<file path="config.mk">
export PLATFORM = sky130hd
export DESIGN_NAME = axi_lite_clint
export DESIGN_NICKNAME = d
export VERILOG_FILES = /design/src/rtl/axi_lite_clint.sv
export SDC_FILE = /design/constraint.sdc
export NUM_CORES = 1
export LEC_CHECK = 0
export CAP_MARGIN = 20
export CORE_MARGIN = 4
export CORE_UTILIZATION = 45
export CTS_BUF_LIST = sky130_fd_sc_hd__clkbuf_8 sky130_fd_sc_hd__clkbuf_16
export DETAILED_ROUTE_END_ITERATION = 10
export GPL_TIMING_DRIVEN = 0
export PLACE_DENSITY = 0.76
export SLEW_MARGIN = 20
export SYNTH_ARGS = -nofsm -noshare
export SYNTH_HDL_FRONTEND = slang
export SYNTH_SLANG_ARGS = --single-unit
</file>
<file path="constraint.sdc">
create_clock -name clk_i -period 7.3 [get_ports clk_i]
set_clock_uncertainty 0.05 [all_clocks]
set_input_delay 1.46 -clock clk_i [delete_from_list [all_inputs] [get_ports clk_i]]
set_output_delay 1.46 -clock clk_i [all_outputs]
set_load 0.05 [all_outputs]
</file>
<file path="src/rtl/axi_lite_clint.sv">
// axi_lite_clint: AXI4-Lite CLINT with per-hart msip/mtimecmp, one shared prescaled 64-bit mtime.
module axi_lite_clint #(
  parameter logic [31:0] BASE_ADDR = 32'h0200_0000,
  parameter int          NUM_HARTS = 1,
  parameter int          PRESCALE  = 1
) (
  input  logic                 clk_i,
  input  logic                 rst_ni,
  input  logic [31:0]          s_axi_awaddr_i,
  input  logic                 s_axi_awvalid_i,
  output logic                 s_axi_awready_o,
  input  logic [31:0]          s_axi_wdata_i,
  input  logic [3:0]           s_axi_wstrb_i,
  input  logic                 s_axi_wvalid_i,
  output logic                 s_axi_wready_o,
  output logic [1:0]           s_axi_bresp_o,
  output logic                 s_axi_bvalid_o,
  input  logic                 s_axi_bready_i,
  input  logic [31:0]          s_axi_araddr_i,
  input  logic                 s_axi_arvalid_i,
  output logic                 s_axi_arready_o,
  output logic [31:0]          s_axi_rdata_o,
  output logic [1:0]           s_axi_rresp_o,
  output logic                 s_axi_rvalid_o,
  input  logic                 s_axi_rready_i,
  output logic [NUM_HARTS-1:0] msip_o,
  output logic [NUM_HARTS-1:0] mtip_o
);
  localparam int HW = NUM_HARTS > 1 ? $clog2(NUM_HARTS) : 1;
  localparam int CW = PRESCALE > 1 ? $clog2(PRESCALE) : 1;

  typedef enum logic [1:0] {K_NONE, K_MSIP, K_CMP, K_TIME} kind_e;
  typedef enum logic {R_IDLE, R_RESP} r_state_e;
  typedef enum logic [1:0] {W_IDLE, W_GOT_AW, W_GOT_W, W_RESP} w_state_e;

  function automatic kind_e decode(input logic [13:0] w);
    return 32'(w) < NUM_HARTS ? K_MSIP :
           (w[13:1] >= 13'h800 && 32'(w[13:1]) < 32'h800 + NUM_HARTS) ? K_CMP :
           w[13:1] == 13'h17ff ? K_TIME : K_NONE;
  endfunction

  function automatic logic [31:0] merge(input logic [31:0] o, input logic [31:0] d, input logic [3:0] s);
    logic [31:0] m;
    for (int i = 0; i < 4; i++) m[8*i +: 8] = s[i] ? d[8*i +: 8] : o[8*i +: 8];
    return m;
  endfunction

  r_state_e             r_q, r_d;
  w_state_e             w_q, w_d;
  logic [31:0]          awaddr_q, awaddr_d, wdata_q, wdata_d, rdata_q, rdata_d;
  logic [3:0]           wstrb_q, wstrb_d;
  logic [1:0]           rresp_q, rresp_d, bresp_q, bresp_d;
  logic [NUM_HARTS-1:0] msip_q, msip_d;
  logic [63:0]          cmp_q [NUM_HARTS];
  logic [63:0]          cmp_d [NUM_HARTS];
  logic [63:0]          mtime_q, mtime_d;
  logic [CW-1:0]        cnt_q, cnt_d;
  logic [31:0]          ar_off, aw_a, aw_off, wd, rd_val, wr_old, wr_new;
  logic [3:0]           ws;
  kind_e                ar_k, aw_k;
  logic [HW-1:0]        ar_h, aw_h;
  logic                 ar_hs, aw_hs, w_hs, do_wr, tick;
  logic                 unused_addr;

  assign unused_addr = ^{ar_off[31:16], ar_off[1:0], aw_off[31:16], aw_off[1:0]};

  always_comb begin
    s_axi_arready_o = r_q == R_IDLE;
    s_axi_rvalid_o  = r_q == R_RESP;
    ar_hs           = s_axi_arvalid_i && s_axi_arready_o;
    r_d             = ar_hs ? R_RESP : s_axi_rvalid_o && s_axi_rready_i ? R_IDLE : r_q;
  end

  always_comb begin
    s_axi_awready_o = w_q == W_IDLE || w_q == W_GOT_W;
    s_axi_wready_o  = w_q == W_IDLE || w_q == W_GOT_AW;
    s_axi_bvalid_o  = w_q == W_RESP;
    aw_hs           = s_axi_awvalid_i && s_axi_awready_o;
    w_hs            = s_axi_wvalid_i && s_axi_wready_o;
    do_wr           = (aw_hs || w_q == W_GOT_AW) && (w_hs || w_q == W_GOT_W);
    w_d             = do_wr ? W_RESP : aw_hs ? W_GOT_AW : w_hs ? W_GOT_W :
                      s_axi_bvalid_o && s_axi_bready_i ? W_IDLE : w_q;
  end

  always_comb begin
    ar_off = s_axi_araddr_i - BASE_ADDR;
    ar_k   = decode(ar_off[15:2]);
    ar_h   = ar_k == K_MSIP ? ar_off[HW+1:2] : ar_off[HW+2:3];
    rd_val = ar_k == K_TIME ? (ar_off[2] ? mtime_q[63:32] : mtime_q[31:0]) : '0;
    for (int i = 0; i < NUM_HARTS; i++) begin
      if (ar_h == HW'(i) && ar_k == K_MSIP) rd_val = {31'b0, msip_q[i]};
      if (ar_h == HW'(i) && ar_k == K_CMP) rd_val = ar_off[2] ? cmp_q[i][63:32] : cmp_q[i][31:0];
    end
    rdata_d = ar_hs ? rd_val : rdata_q;
    rresp_d = ar_hs ? (ar_k == K_NONE ? 2'b10 : 2'b00) : rresp_q;
  end

  always_comb begin
    awaddr_d = aw_hs ? s_axi_awaddr_i : awaddr_q;
    wdata_d  = w_hs ? s_axi_wdata_i : wdata_q;
    wstrb_d  = w_hs ? s_axi_wstrb_i : wstrb_q;
    aw_a     = awaddr_d;
    wd       = wdata_d;
    ws       = wstrb_d;
    aw_off   = aw_a - BASE_ADDR;
    aw_k     = decode(aw_off[15:2]);
    aw_h     = aw_k == K_MSIP ? aw_off[HW+1:2] : aw_off[HW+2:3];
    wr_old   = aw_k == K_TIME ? (aw_off[2] ? mtime_q[63:32] : mtime_q[31:0]) : '0;
    for (int i = 0; i < NUM_HARTS; i++) begin
      if (aw_h == HW'(i) && aw_k == K_MSIP) wr_old = {31'b0, msip_q[i]};
      if (aw_h == HW'(i) && aw_k == K_CMP) wr_old = aw_off[2] ? cmp_q[i][63:32] : cmp_q[i][31:0];
    end
    wr_new   = merge(wr_old, wd, ws);
    bresp_d  = do_wr ? (aw_k == K_NONE ? 2'b10 : 2'b00) : bresp_q;
  end

  always_comb begin
    tick    = cnt_q == CW'(PRESCALE - 1);
    cnt_d   = tick ? '0 : cnt_q + CW'(1);
    mtime_d = tick ? mtime_q + 64'd1 : mtime_q;
    msip_d  = msip_q;
    cmp_d   = cmp_q;
    for (int i = 0; i < NUM_HARTS; i++) begin
      if (do_wr && aw_h == HW'(i) && aw_k == K_MSIP) msip_d[i] = wr_new[0];
      if (do_wr && aw_h == HW'(i) && aw_k == K_CMP)
        cmp_d[i] = aw_off[2] ? {wr_new, cmp_q[i][31:0]} : {cmp_q[i][63:32], wr_new};
    end
    if (do_wr && aw_k == K_TIME && |ws) begin
      mtime_d = aw_off[2] ? {wr_new, mtime_q[31:0]} : {mtime_q[63:32], wr_new};
      cnt_d   = '0;
    end
  end

  always_ff @(posedge clk_i or negedge rst_ni) begin
    if (!rst_ni) begin
      r_q      <= R_IDLE;
      w_q      <= W_IDLE;
      awaddr_q <= '0;
      wdata_q  <= '0;
      wstrb_q  <= '0;
      rdata_q  <= '0;
      rresp_q  <= '0;
      bresp_q  <= '0;
      msip_q   <= '0;
      mtime_q  <= '0;
      cnt_q    <= '0;
      for (int i = 0; i < NUM_HARTS; i++) cmp_q[i] <= '1;
    end else begin
      r_q      <= r_d;
      w_q      <= w_d;
      awaddr_q <= awaddr_d;
      wdata_q  <= wdata_d;
      wstrb_q  <= wstrb_d;
      rdata_q  <= rdata_d;
      rresp_q  <= rresp_d;
      bresp_q  <= bresp_d;
      msip_q   <= msip_d;
      mtime_q  <= mtime_d;
      cnt_q    <= cnt_d;
      cmp_q    <= cmp_d;
    end
  end

  assign s_axi_rdata_o = rdata_q;
  assign s_axi_rresp_o = rresp_q;
  assign s_axi_bresp_o = bresp_q;
  assign msip_o        = msip_q;

  for (genvar g = 0; g < NUM_HARTS; g++) begin : g_mtip
    assign mtip_o[g] = mtime_q >= cmp_q[g];
  end
endmodule
</file>
==> flow_summary.json, run 1 <==
{
  "cts_sinks": 216,
  "syn_area_um2": 13180,
  "clk-insertion-delay-late_ns": 0.54,
  "cts_buffer_depth": 3,
  "htreeDepth": 1,
  "core_um2": 28780,
  "drtIter0Drc": 1813,
  "design_area_um2": 15600,
  "crit_family": "compound AO/OA/AOI/OAI gates",
  "switchingPower_mw": 1.436,
  "cp.depth": 9,
  "holdPathStages": 2,
  "hp-start": "s_axi_rdata_o[29]",
  "peakVddDrop_v": 0.0001758,
  "power.share.switching_pct": 36.86,
  "layout_common_cells": "214 x nand2_1, 152 x dfrtp_1, 128 x o21ai_0",
  "powerDensity_nw_per_um2": 249.8,
  "grt_first_pass_wirelength_um": 71230,
  "fin_nets": 1733,
  "cp-startpoint": "cmp_q[14]",
  "setup_viol": 0,
  "yosysUniqueCellTypes": 68,
  "die_w_um": 179.2,
  "path_cells": "inv_1 > ha_1 > nand3_1 > nor4_1 > a221oi_1 > a2111oi_0 > nor3_1 > o21ai_0 > clkdlybuf4s50_1",
  "post-route-util_pct": 54.19,
  "track_usage_pct": 28.81,
  "cts.repair.resized": 0,
  "r2r_start": "w_q[0]",
  "first_pass_iters": 6,
  "critPathLaunchType": "register",
  "synth_top_area_share_pct": 28.85,
  "grt_start_max_net_pins": 92,
  "num_io_pins": 150,
  "synthTopCellsByArea": "dfrtp_1 29%, dfstp_2 13%, mux2i_1 6.5%, ha_1 6.2%, nand2_1 6.1%",
  "synthArstFlopShare_pct": 100.0,
  "root_buffer": "clkbuf_16",
  "crit_buf_inv": 2,
  "grt_antenna_before_repair": 0,
  "start_util_pct": 45.80,
  "worst_slack_ns": 1.441,
  "crit_type": "register to output pin",
  "fp.dieH_um": 179.2,
  "status": "completed",
  "grt_pass1_vias": 12266,
  "slew_headroom_pct": 26.90,
  "portBuffers": 110,
  "drt_wl_total_um": 47060,
  "synth_top_area_cell": "dfrtp_1",
  "area_growth_pct": 18.31,
  "tightest_slew_ns": 1.096,
  "seq_power_share_pct": 38.1,
  "max-cap-violations": 0,
  "dp_slack_ns": 1.721,
  "cts_setup_buffers": 0,
  "route.detailed.drc": 0,
  "synth_warnings": 0,
  "num_vias": 12569,
  "rows": 62,
  "synth_edf_count": 0,
  "p_int_mw": 2.460,
  "period_share_pct": 80.25,
  "r2r_cells": 9,
  "synth_ff_type": "dfrtp_1",
  "drv_slew": 0,
  "die-area_um2": 32100,
  "cts_buffers": 24,
  "critPathMaxFanout": 4,
  "synth_seq_cells": 216,
  "final_common_cell": "nand2_1",
  "end_kind": "output pin",
  "ctsHoldBuffers": 0,
  "gp_congestion": 1.021,
  "max_stage_delay_ns": 0.89,
  "cp.arrival_ns": 4.35,
  "period_needed_ns": 5.859,
  "grt-ovfl-total": 0,
  "hp-class": "register to register",
  "power_frac_comb_pct": 32.2,
  "ant_nets": 0,
  "hpwlAfterDp_um": 33620,
  "cts_tree": "yes",
  "rsz0062_at_grt": "false",
  "leakage_nw": 6.228,
  "via_per_inst": 6.403,
  "placed_area_um2": 14850,
  "slowest_stage": "clkdlybuf4s50_1",
  "fmax_mhz": 170.7,
  "antenna-diode-count": 0,
  "routedWlPerCell_um": 23.98,
  "synth_cells": 1421,
  "path_clk_slew_ns": 0.06,
  "fin_setup_tns_ns": 0,
  "worstPathRequired_ns": 5.79,
  "avgSynthCellArea_um2": 9.277,
  "hold_violations": 0,
  "seq_area_frac_synth_pct": 41.61,
  "layout-drive-gt1-share_pct": 11.27,
  "clkPwrFrac_pct": 29.7
}
power by group through the flow:
stage / combinational (mW) / sequential [mW] / clock, mW
3_3_place_gp: 1.19 / 1.49 / 0
2_1_floorplan: 0.791 / 1.46 / 0
6_report: 1.26 / 1.48 / 1.16
5_1_grt: 1.35 / 1.50 / 1.21
3_5_place_dp: 1.21 / 1.50 / 0
4_1_cts: 1.22 / 1.48 / 1.16
flip-flops by register name, indices dropped and copies added, names as in the netlist:
register,flops
s_axi_rresp_o,1
cmp_q,64
s_axi_rdata_o,32
s_axi_bresp_o,1
wstrb_q,4
s_axi_rvalid_o,1
wdata_q,32
msip_o,1
mtime_q,64
awaddr_q,14
w_q,2
tightest hold or removal path, stage by stage (launching register included):
cell and delay [ns]:
dfrtp_1 0.34, nand2_1 0.04, o21ai_0 0.06
final cells by class:
class / instances / area, um^2
Clock buffer: 25 / 625.6
Fill cell: 2630 / 13180
Timing Repair Buffer: 113 / 1169
Buffer: 84 / 349.1
Multi-Input combinational cell: 1025 / 7014
Sequential cell: 216 / 5485
Tap cell: 384 / 480.5
Inverter: 97 / 364.1
Clock inverter: 19 / 108.9
metal layers:
layer  up-vias  share of wire (%)  wire length [um]  global-route usage (%)
li1       5542                  -                 -                       -
met1      6029                 39             18560                   38.84
met2       812                 43             20090                   43.53
met3       186                 12              5798                   6.875
met4         0                5.6              2617                   14.12
met5         -                  0                 0                       0
cell families (layout without fill, tap and decap cells):
group,count (synthesis),count (layout),share of synthesized area (%)
mux,123,123,9.700
compound gates,387,387,21.10
fa+ha+maj,65,65,6.169
simple gates,444,444,15.73
other cells,1,2,0.02845
buf+inv,181,338,5.400
xor+xnor,4,4,0.2658
flops,216,216,41.61
cell usage after synthesis (all sizes together), types with 4 or more instances:
cell	count
a2111oi	7
a211o	7
a211oi	9
a21o	9
a21oi	38
a221o	26
a221oi	35
a22oi	5
and3	11
buf	31
clkbuf	53
dfrtp	152
dfstp	64
ha	65
inv	97
mux2	38
mux2i	85
nand2	214
nand2b	12
nand3	62
nand4	27
nand4b	4
nor2	49
nor3	18
nor4	14
o211ai	42
o21ai	128
o221ai	12
o22a	34
o22ai	6
o311ai	13
or2	4
or3	15
final timing paths:
| path | slack (ns) | endpoint |
|---|---|---|
| worst min register to register | 0.43 | s_axi_rdata_o[29] |
| max in group asynchronous | 5.61 | cmp_q[38] |
| min in group asynchronous | 0.77 | s_axi_rdata_o[23] |
| worst max register to register | 3.18 | mtime_q[63] |
| worst min-delay path | 0.43 | s_axi_rdata_o[29] |
| worst max-delay path | 1.44 | mtip_o |
through the flow:
step                      power (mW)  std cells  hold slack (ns)
after global routing           4.061       1963           0.4561
after global placement         2.680       1916           0.4169
after floorplan                2.255       1422           0.3929
final                          3.896       1963           0.4272
after CTS                      3.862       1963           0.4338
after detailed placement       2.707       1919           0.4207
No activity file was read; power rests on OpenSTA's default activity.
==> run 2, diff against run 1 <==
--- a/config.mk
+++ b/config.mk
@@ -11,7 +11,7 @@
 export CTS_BUF_LIST = sky130_fd_sc_hd__clkbuf_8 sky130_fd_sc_hd__clkbuf_16
 export DETAILED_ROUTE_END_ITERATION = 10
 export GPL_TIMING_DRIVEN = 0
-export PLACE_DENSITY = 0.76
+export PLACE_DENSITY = 0.79
 export SLEW_MARGIN = 20
 export SYNTH_ARGS = -nofsm -noshare
 export SYNTH_HDL_FRONTEND = slang
==> constraint.sdc (replaced) <==
create_clock -name clk_i -period 5 [get_ports clk_i]
set_clock_uncertainty 0.05 [all_clocks]
set_input_delay 1 -clock clk_i [delete_from_list [all_inputs] [get_ports clk_i]]
set_output_delay 1 -clock clk_i [all_outputs]
set_load 0.05 [all_outputs]
==> flow_summary.json, run 2 (synthesis gave the netlist of run 1 again) <==
{
  "r2r_cells": 9,
  "num_vias": 12727,
  "htreeDepth": 1,
  "hold_slack_ns": 0.3381,
  "critPathMaxFanout": 4,
  "period_share_pct": 98.29,
  "grt_antenna_before_repair": 0,
  "ant_nets": 0,
  "switchingPower_mw": 2.108,
  "powerDensity_nw_per_um2": 372.7,
  "fp.dieH_um": 179.2,
  "path_cells": "inv_1 > ha_1 > nand3_1 > nor4_1 > a221oi_1 > a2111oi_0 > nor3_1 > o21ai_0 > clkbuf_2",
  "rows": 62,
  "cts_tree": "yes",
  "routedWlPerCell_um": 24.10,
  "path_clk_slew_ns": 0.06,
  "r2r_start": "w_q[0]",
  "cts_sinks": 216,
  "die-area_um2": 32100,
  "cts_buffer_depth": 3,
  "grt_pass1_vias": 12401,
  "end_kind": "output pin",
  "die_w_um": 179.2,
  "core_um2": 28780,
  "status": "completed",
  "placed_area_um2": 14860,
  "max-cap-violations": 0,
  "slew_headroom_pct": 21.70,
  "stdcell_count": 1965,
  "critPathLaunchType": "register",
  "grt-ovfl-total": 0,
  "route.detailed.drc": 0,
  "placed_cells": 1919,
  "via_per_inst": 6.477,
  "drt_wl_total_um": 47360,
  "hp-class": "primary input to asynchronous set/reset pin",
  "root_buffer": "clkbuf_16",
  "cp.arrival_ns": 3.86,
  "leakage_nw": 6.265,
  "rrSetupSlack_ns": 0.66,
  "worstPathRequired_ns": 3.95,
  "cts_buffers": 25,
  "first_pass_iters": 7,
  "clkPwrFrac_pct": 31.8,
  "rr_endpoint": "mtime_q[42]",
  "max_stage_delay_ns": 0.58,
  "final_common_cell": "nand2_1",
  "reg_top3": "cmp_q x64, mtime_q x64",
  "period_needed_ns": 4.915,
  "num_io_pins": 150,
  "cts.repair.resized": 2,
  "ctsHoldBuffers": 0,
  "design_area_um2": 15680,
  "layout-drive-gt1-share_pct": 11.71,
  "rsz0062_at_grt": "false",
  "power.share.switching_pct": 36.06,
  "slowest_stage": "a2111oi_0",
  "crit_family": "compound AO/OA/AOI/OAI gates",
  "crit_buf_inv": 2,
  "layout_common_cells": "214 x nand2_1, 152 x dfrtp_1, 127 x o21ai_0",
  "drtIter0Drc": 1705,
  "hpwlAfterDp_um": 33580,
  "fmax_mhz": 203.5,
  "grt_first_pass_wirelength_um": 71520,
  "portBuffers": 110,
  "clk-insertion-delay-late_ns": 0.54,
  "power_frac_comb_pct": 31.1,
  "track_usage_pct": 28.86,
  "peakVddDrop_v": 0.0002210,
  "fin_setup_tns_ns": 0,
  "seq_power_share_pct": 37.1,
  "hold_violations": 0,
  "setup_viol": 0,
  "crit_type": "register to output pin",
  "tightest_slew_ns": 1.142,
  "grt_start_max_net_pins": 89,
  "cts_setup_buffers": 0,
  "area_growth_pct": 18.95,
  "drv_slew": 0,
  "power_mw": 5.844,
  "gp_congestion": 0.9833,
  "fin_nets": 1734,
  "start_util_pct": 45.80,
  "p_int_mw": 3.736
}
## run 2: cell types whose count changed in the layout (fill, tap and decap cells not counted), moves of 2 or more
cell | before | now
mux2i_2 | 2 | 0
clkbuf_8 | 0 | 6
mux2i_1 | 83 | 85
clkbuf_2 | 1 | 3
inv_1 | 109 | 103
## run 2: worst reg2reg max path, cell delays in order, from the launching register on
cell and delay, ns:
dfrtp_1 0.40, nand2b_1 0.17, mux2i_1 0.94, inv_1 0.23, clkbuf_1 0.47, nand3_1 0.34, clkbuf_1 0.62, clkbuf_1 0.67
o211ai_1 0.22, o211ai_1 0.15
## run 2: worst max path at each step
stage	startpoint	to	slack [ns]	depth (start not counted)
3_3_place_gp	rst_ni	s_axi_rdata_o[11]	-6.24	1
3_5_place_dp	s_axi_awvalid_i	mtime_q[4]	-0.09	11
2_1_floorplan	cmp_q[9]	mtip_o	1.05	9
5_1_grt	cmp_q[15]	mtip_o	0.16	9
6_report	cmp_q[15]	mtip_o	0.09	9
4_1_cts	cmp_q[15]	mtip_o	0.06	9
## run 2: final cells by class
class                      instances  area [um^2]
fill                            2616        13100
multi-input combinational       1025         7007
clock inverter                    14        116.4
sequential                       216         5485
buffer                            84        350.3
tap                              384        480.5
timing repair buffer             113         1167
antenna                            1        2.502
clock buffer                      31        708.2
inverter                          97        364.1
## run 2: layer usage
metal	GRT usage (%)	part of all wire, %	up-vias
li1	-	-	5534
met1	39.37	39	6191
met2	44.02	43	829
met3	6.474	12	173
met4	12.92	5.2	0
met5	0	0	-
## run 2: stage by stage
| stage | util [%] | setup slack [ns] |
|---|---|---|
| 6_report | 54.49 | 0.08545 |
| 5_1_grt | 54.48 | 0.1573 |
| 4_1_cts | 54.49 | 0.05553 |
| 3_5_place_dp | 51.63 | -0.08947 |
| 3_3_place_gp | 51.31 | -6.242 |
| 2_1_floorplan | - | 1.050 |
## run 2: power by group through the flow
| stage | Clock [mW] | Sequential, mW | Combinational, mW |
|---|---|---|---|
| 6_report | 1.86 | 2.17 | 1.82 |
| 4_1_cts | 1.87 | 2.16 | 1.77 |
| 2_1_floorplan | 0 | 2.14 | 1.16 |
| 3_3_place_gp | 0 | 2.18 | 1.72 |
| 5_1_grt | 1.94 | 2.19 | 1.95 |
| 3_5_place_dp | 0 | 2.19 | 1.76 |
